`config.mk`:
```
export PLATFORM = sky130hd
export DESIGN_NAME = bcd2bin_seq
export DESIGN_NICKNAME = d
export VERILOG_FILES = /design/src/rtl/bcd2bin_seq.sv
export SDC_FILE = /design/constraint.sdc
export NUM_CORES = 1
export LEC_CHECK = 0
export BUFFER_PORTS_ARGS = -buffer_cell sky130_fd_sc_hd__buf_2
export CORE_MARGIN = 4
export CORE_UTILIZATION = 30
export CTS_CLUSTER_DIAMETER = 80
export DETAILED_ROUTE_END_ITERATION = 7
export PLACE_DENSITY = 0.48
export SLEW_MARGIN = 5
export SYNTH_ARGS = -nofsm -noshare
export SYNTH_HDL_FRONTEND = slang
export SYNTH_SLANG_ARGS = --single-unit
```
`constraint.sdc`:
```
create_clock -name clk -period 1.9 [get_ports clk]
set_input_delay 0.475 -clock clk [delete_from_list [all_inputs] [get_ports clk]]
set_output_delay 0.475 -clock clk [all_outputs]
set_load 0.05 [all_outputs]
```
`src/rtl/bcd2bin_seq.sv`:
```
// Sequential BCD-to-binary converter using reverse double-dabble (shift right, subtract 3).
// One result bit per clock; out-of-range digits are flagged and the result is masked to zero.
module bcd2bin_seq #(
    parameter int DIGITS = 3,
    parameter int BIN_W  = 10
) (
    input  logic                  clk,
    input  logic                  rst,
    input  logic                  in_valid,
    output logic                  in_ready,
    input  logic [4*DIGITS-1:0]   bcd_in,
    output logic                  out_valid,
    input  logic                  out_ready,
    output logic [BIN_W-1:0]      bin_out,
    output logic                  err
);
    localparam int BCD_W = 4 * DIGITS;
    localparam int CNT_W = (BIN_W > 1) ? $clog2(BIN_W) : 1;

    typedef enum logic [1:0] {
        IDLE,
        CONV,
        DONE
    } state_t;

    state_t             state_q;
    logic [BCD_W-1:0]   bcd_q;
    logic [BCD_W-1:0]   bcd_d;
    logic [BCD_W-1:0]   shifted_d;
    logic [BIN_W-1:0]   bin_q;
    logic [BIN_W-1:0]   bin_d;
    logic [CNT_W-1:0]   cnt_q;
    logic               err_q;
    logic               bad_digit_d;
    logic               in_ready_q;
    logic               out_valid_q;
    logic [BIN_W-1:0]   bin_out_q;

    // One iteration: shift the whole {bcd,bin} pair right, then pull every digit that landed at 8 or above back by 3.
    always_comb begin
        shifted_d = {1'b0, bcd_q[BCD_W-1:1]};
        bin_d     = {bcd_q[0], bin_q[BIN_W-1:1]};
        bcd_d     = shifted_d;
        for (int i = 0; i < DIGITS; i++) begin
            if (shifted_d[4*i +: 4] >= 4'd8) begin
                bcd_d[4*i +: 4] = shifted_d[4*i +: 4] - 4'd3;
            end
        end
    end

    always_comb begin
        bad_digit_d = 1'b0;
        for (int i = 0; i < DIGITS; i++) begin
            if (bcd_in[4*i +: 4] > 4'd9) begin
                bad_digit_d = 1'b1;
            end
        end
    end

    always_ff @(posedge clk or posedge rst) begin
        if (rst) begin
            state_q     <= IDLE;
            bcd_q       <= '0;
            bin_q       <= '0;
            cnt_q       <= '0;
            err_q       <= 1'b0;
            in_ready_q  <= 1'b1;
            out_valid_q <= 1'b0;
            bin_out_q   <= '0;
        end else begin
            case (state_q)
                IDLE: begin
                    if (in_valid) begin
                        bcd_q      <= bcd_in;
                        bin_q      <= '0;
                        cnt_q      <= CNT_W'(BIN_W - 1);
                        err_q      <= bad_digit_d;
                        in_ready_q <= 1'b0;
                        state_q    <= CONV;
                    end
                end
                CONV: begin
                    bcd_q <= bcd_d;
                    bin_q <= bin_d;
                    if (cnt_q == '0) begin
                        state_q     <= DONE;
                        out_valid_q <= 1'b1;
                        bin_out_q   <= err_q ? '0 : bin_d;
                    end else begin
                        cnt_q <= cnt_q - 1'b1;
                    end
                end
                DONE: begin
                    // Ready only returns via IDLE, so back-to-back words always see one idle cycle.
                    if (out_ready) begin
                        state_q     <= IDLE;
                        out_valid_q <= 1'b0;
                        in_ready_q  <= 1'b1;
                    end
                end
                default: begin
                    state_q     <= IDLE;
                    in_ready_q  <= 1'b1;
                    out_valid_q <= 1'b0;
                end
            endcase
        end
    end

    assign in_ready  = in_ready_q;
    assign out_valid = out_valid_q;
    assign bin_out   = bin_out_q;
    assign err       = err_q;

endmodule

```
**After elaboration in Yosys (flattened, before gate mapping)**

Index checks and enable logic that the tools add are counted.

- Bits of input ports: 16
- Register bits after elaboration: 41
- Logic and storage cells: 57

- Bitwise gates (word level): 2
- Eq/ne operators: 6
- Reductions and logical operators: 10
- Mux-type cells: 23
- Magnitude comparators: 5
- Add/sub/neg operators: 3

Operators by type and width:

| cell | count |
|---|---|
| case mux 12 bit (2 select lines) | 1 |
| two-way mux 10 bit | 2 |
| case mux 10 bit (2 select lines) | 1 |
| two-way mux 4 bit | 4 |
| greater-than comparator 4 bit, second input constant | 3 |
| two-way mux 12 bit | 1 |
| AND reduction 3 bit | 4 |
| >= comparator 4 bit, second input constant | 2 |
| inequality test 2 bit, second input constant | 4 |
| case mux 4 bit (2 select lines) | 1 |
| subtractor 4 x 2 -> 4 bit, second input constant | 2 |
| two-way mux 1 bit | 7 |
| two-way mux 2 bit | 3 |
| case mux 1 bit (3 select lines) | 2 |
| case mux 2 bit (3 select lines) | 1 |
| AND reduction 2 bit | 3 |
| zero test 4 bit | 1 |
| subtractor 4 x 1 -> 4 bit, second input constant | 1 |
| equality test 2 x 1 -> 1 bit, second input constant | 1 |
| equality test 2 bit, second input constant | 1 |
| zero test 2 bit | 1 |
| NOT 1 bit | 2 |
| nonzero test 2 bit | 1 |

**Depth between registers and ports, before layout**

- Word-level depth: 4
- Mapped depth: 6
- Mapped depth without buffers: 5

**Worst setup path after synthesis**

OpenSTA, ideal clock, no wires.

- Kind: flip-flop to flip-flop
- From: reg cnt_q[0]
- To: reg bin_out_q[0] (netlist: bin_out[0])
- Path buffers: 1
- Data required time: 1775 ps
- Cell stages (with the launch flop): 7
- Library setup time: 125 ps
- Data arrival time: 1438 ps
- Path slack: 337 ps
- Cells stage by stage: dfrtp_1 > inv_1 > ha_1 > nor3b_4 > nand2_2 > buf_6 > mux2_4

- Word-level cells in the longest chain between the ends: 2

RTL lines:

| element | line | source |
|---|---|---|
| start: declaration | 32 | `logic [CNT_W-1:0] cnt_q;` |
| start signal: assignment | 76 | `cnt_q <= CNT_W'(BIN_W - 1);` |
| start signal: assignment | 90 | `cnt_q <= cnt_q - 1'b1;` |
| zero test 4 bit | 85 | `if (cnt_q == '0) begin` |
| AND reduction 2 bit (no line) | n/a |  |
| end signal: assignment | 88 | `bin_out_q <= err_q ? '0 : bin_d;` |
| end: declaration | 37 | `logic [BIN_W-1:0] bin_out_q;` |

No other way between the ends.
A chain may end at the register's enable or synchronous reset.

**Worst setup path after layout**

- From: reg cnt_q[0]
- To: reg cnt_q[3]

- Word-level cells in the longest chain between the ends: 3
- Elaborated cells between the ends (all ways): 6
- Those cells by class: add/sub: 1; eq/ne: 1; mux: 2; reduce/logical: 2

RTL lines:

| element | line |
|---|---|
| subtractor 4 x 1 -> 4 bit / zero test 4 bit (equally long branches) | 90, 85 |
| two-way mux 4 bit / inequality test 2 bit (equally long branches) | n/a |
| case mux 4 bit (2 select lines) / AND reduction 3 bit (equally long branches) | n/a |

Several ways; a longest one is shown, not always the timed one. The select of a mux whose other input is x is not followed.

==> flow_summary.toml <==
[placed_design]
detailed_place.area_sq_um = 2280
gp_congestion = 0.743
detailed_place_hpwl_microns = 3000
port_buffers = 28

[global_routing]
gr_layer_usage_met2 = 0.169
via_count_of_the_first_global_routing_pass = 1505
grt_antenna_before_repair = 0
global_route_track_usage_on_met1 = 0.149
globalRouteMet3Util = 0.0367
total_overflow_reported_by_the_global_router = 0
total_routing_usage_gr = 0.111
first_pass_grt_wire_length_microns = 7310
largest_net_degree_at_the_start_of_global_routing = 41
globalRoute.busiestLayer = "met2"

[setup_path]
rr_endpoint = "cnt_q[3]"
critical_path_max_stage_delay_ns = 0.38
worst_ep_required_time_ns = 2.12
arrival_ns = 1.83
r2r_cells = 6
category_of_the_worst_setup_path_capture_point = "register"
r2r_setup_slack_ns = 0.29
slowest_stage = "dfrtp_1"
critical_path.cell_chain = "inv_1, ha_1, nor3b_4, buf_4, a211oi_1, mux2i_1"
crit_type = "reg -> reg"
timing.critical_path.from_type = "register"
reg2reg_from = "cnt_q[0]"
crit_path_max_fo = 5

[timing]
setup_viol_count_final = 0
setup_total_negative_slack_ns = 0
transition_at_the_pin_with_the_smallest_max_transition_slack_ns = 0.556
timing.slew.headroom = 0.628
max_freq_ghz = 0.621
period_utilization_post_route = 0.848
timing_hold_violations_final = 0
final-max-slew-violation-count = 0
finalClockSkew_ns = 0.00825
rsz0062_at_grt = "no"
final_period_minus_worst_setup_slack_ns = 1.61

[logic_synthesis]
yosysSeqAreaShare = 0.493
synth-warning-count = 0
ys_types = 39
postSynthNetCount = 203
number_of_flip_flops_and_latches_in_the_synthesized_netlist = 40
avgSynthCellArea_sq_um = 11.2
postSynthCellCount = 181
syn_area_sq_um = 2030

[cells_and_area]
final.fill_count = 658
register_area_sq_um = 1000
num-nets-final = 236
final_common_cell = "dfrtp_1"
area_used_by_multi_input_combinational_logic_sq_um = 933
stdcell_area_sq_um = 2390
area.growth.synth_to_final_pct = 17.7
final_cell_mix = "dfrtp_1, buf_2, nor2b_1"
drive_above_1_share = 0.293
antenna-diode-count = 0

[power_and_ir_drop]
vdd_drop_max_uv = 664
power-per-cell-area_nw_per_um2 = 1690
p_leak_nw = 1.14

[cts]
cts_root_buffer = "clkbuf_8"
post_cts_clock_slew_at_the_launch_and_capture_registers_of_the_worst_setup_and_hold_paths_ns = 0.08
cts_hold_buf = 0
cts_tree = "done"
cts_resized = 0
cts.sink_count = 40
post-cts-setup-buffer-count = 0
htreeDepth = 2
cts-buffers-inserted = 5
clk_latency_ns = 0.29
clock_tree.buffer_depth = 2

[detailed_routing]
drt_via_density = 4.91
routed_wl_microns = 4270
routed_wire_length_per_instance_microns = 14.6
dr.first_iter.drc_count = 42
vias = 1435
route.detailed.drc = 0
drtPass1Iterations = 4
route.antenna.remaining_nets = 0

[hold_path]
hold_class = "in -> async"

[status]
run_status = "finished, final reports clean"

[floorplanning]
fp.dieW_microns = 90.3
die-area_sq_um = 8160
rows = 29
core-area_sq_um = 6460
dieHeight_microns = 90.3
floorplan.initialDensity = 0.315
floorplan.io_pins = 29

[flow_run]
drv.max_cap_violation_count = 0
==> how the worst max path moves through the flow <==
stage	to	slack [ns]	start
2_1_floorplan	bin_out[0]	0.34	cnt_q[0]
3_3_place_gp	cnt_q[2]	0.33	in_valid
3_5_place_dp	cnt_q[2]	0.26	in_valid
4_1_cts	cnt_q[3]	0.28	cnt_q[0]
5_1_grt	bin_out[0]	0.21	cnt_q[0]
6_report	cnt_q[3]	0.29	cnt_q[0]
==> worst max-delay path: cells and delay by family (launching register included) <==
kind            cells  cell delay [ns]
buf+inv             2             0.24
compound gates      1             0.36
fa+ha+maj           1             0.20
flops               1             0.38
simple gates        1             0.15
mux                 1             0.22
==> kinds of logic (layout without fill, tap and decap cells) <==
kind of cell	after synthesis	count (layout)	synth area share
muxes	15	15	0.0972
adders and majority gates	6	6	0.0369
and+or+nand+nor	40	40	0.126
xor gates and xnor gates	4	4	0.0172
DFF	40	40	0.493
AOI/OAI and AO/OA	54	54	0.182
buffers and inverters	22	56	0.0480
==> metrics by stage <==
step | total power [W] | instances | hold slack, ns | util | setup WS, ns
final | 0.00403 | 292 | 0.302 | 0.370 | 0.289
after global routing | 0.00436 | 292 | 0.345 | 0.370 | 0.215
after CTS | 0.00410 | 292 | 0.316 | 0.370 | 0.276
after detailed placement | 0.00339 | 284 | 0.478 | 0.353 | 0.260
after global placement | 0.00338 | 284 | 0.480 | 0.353 | 0.326
after floorplan | 0.00293 | 181 | 0.458 | - | 0.337
==> Yosys cell counts (all sizes together) <==
cell,instances,share of area
o22a,3,0.013
a32oi,2,0.0086
a31oi,1,0.0031
nor2,6,0.011
nor2b,21,0.066
a22o,9,0.039
nand4,1,0.0031
o22ai,4,0.012
o21bai,1,0.0037
o21ba,1,0.0049
clkbuf,6,0.011
and2,1,0.0031
a21oi,9,0.022
nor3b,3,0.019
and3b,1,0.0043
dfstp,1,0.013
inv,11,0.020
o21ai,11,0.027
mux2,11,0.078
or3,1,0.0031
xnor2,2,0.0086
xor2,2,0.0086
nand2b,3,0.0092
buf,5,0.017
a211oi,4,0.015
nand2,3,0.0068
dfrtp,39,0.48
a22oi,5,0.018
ha,6,0.037
a31o,1,0.0043
mux2i,4,0.020
o21a,3,0.011
==> cell type report <==
cell class	instances	share of cell area
clock buffer	5	0.0288
clock inverter	3	0.0178
inverter	11	0.0173
multi-input combinational	119	0.390
sequential	40	0.419
tap	77	0.0403
timing repair buffer	37	0.0868
==> registers in the layout, indices dropped and copies added (netlist names) <==
name and cells:
err 1, out_valid 1, cnt_q 4, bin_q 9, bcd_q 12, bin_out 10
in_ready 1, state_q 2
==> routing by layer <==
metal  wire [microns]  vias to the layer above
met5                0                        -
met4               40                        0
met3              200                        5
met2             1900                       26
met1             2130                      695
li1                 -                      709
==> report_power, final <==
part           internal (W)  switching, W  total, W  leakage, nW
Clock              0.000389      0.000310  0.000699       0.0541
Combinational      0.000794       0.00103   0.00183        0.575
Sequential          0.00121      0.000295   0.00151        0.512
Total               0.00239       0.00164   0.00403         1.14
Note: power is estimated with default switching activity, not from simulation.
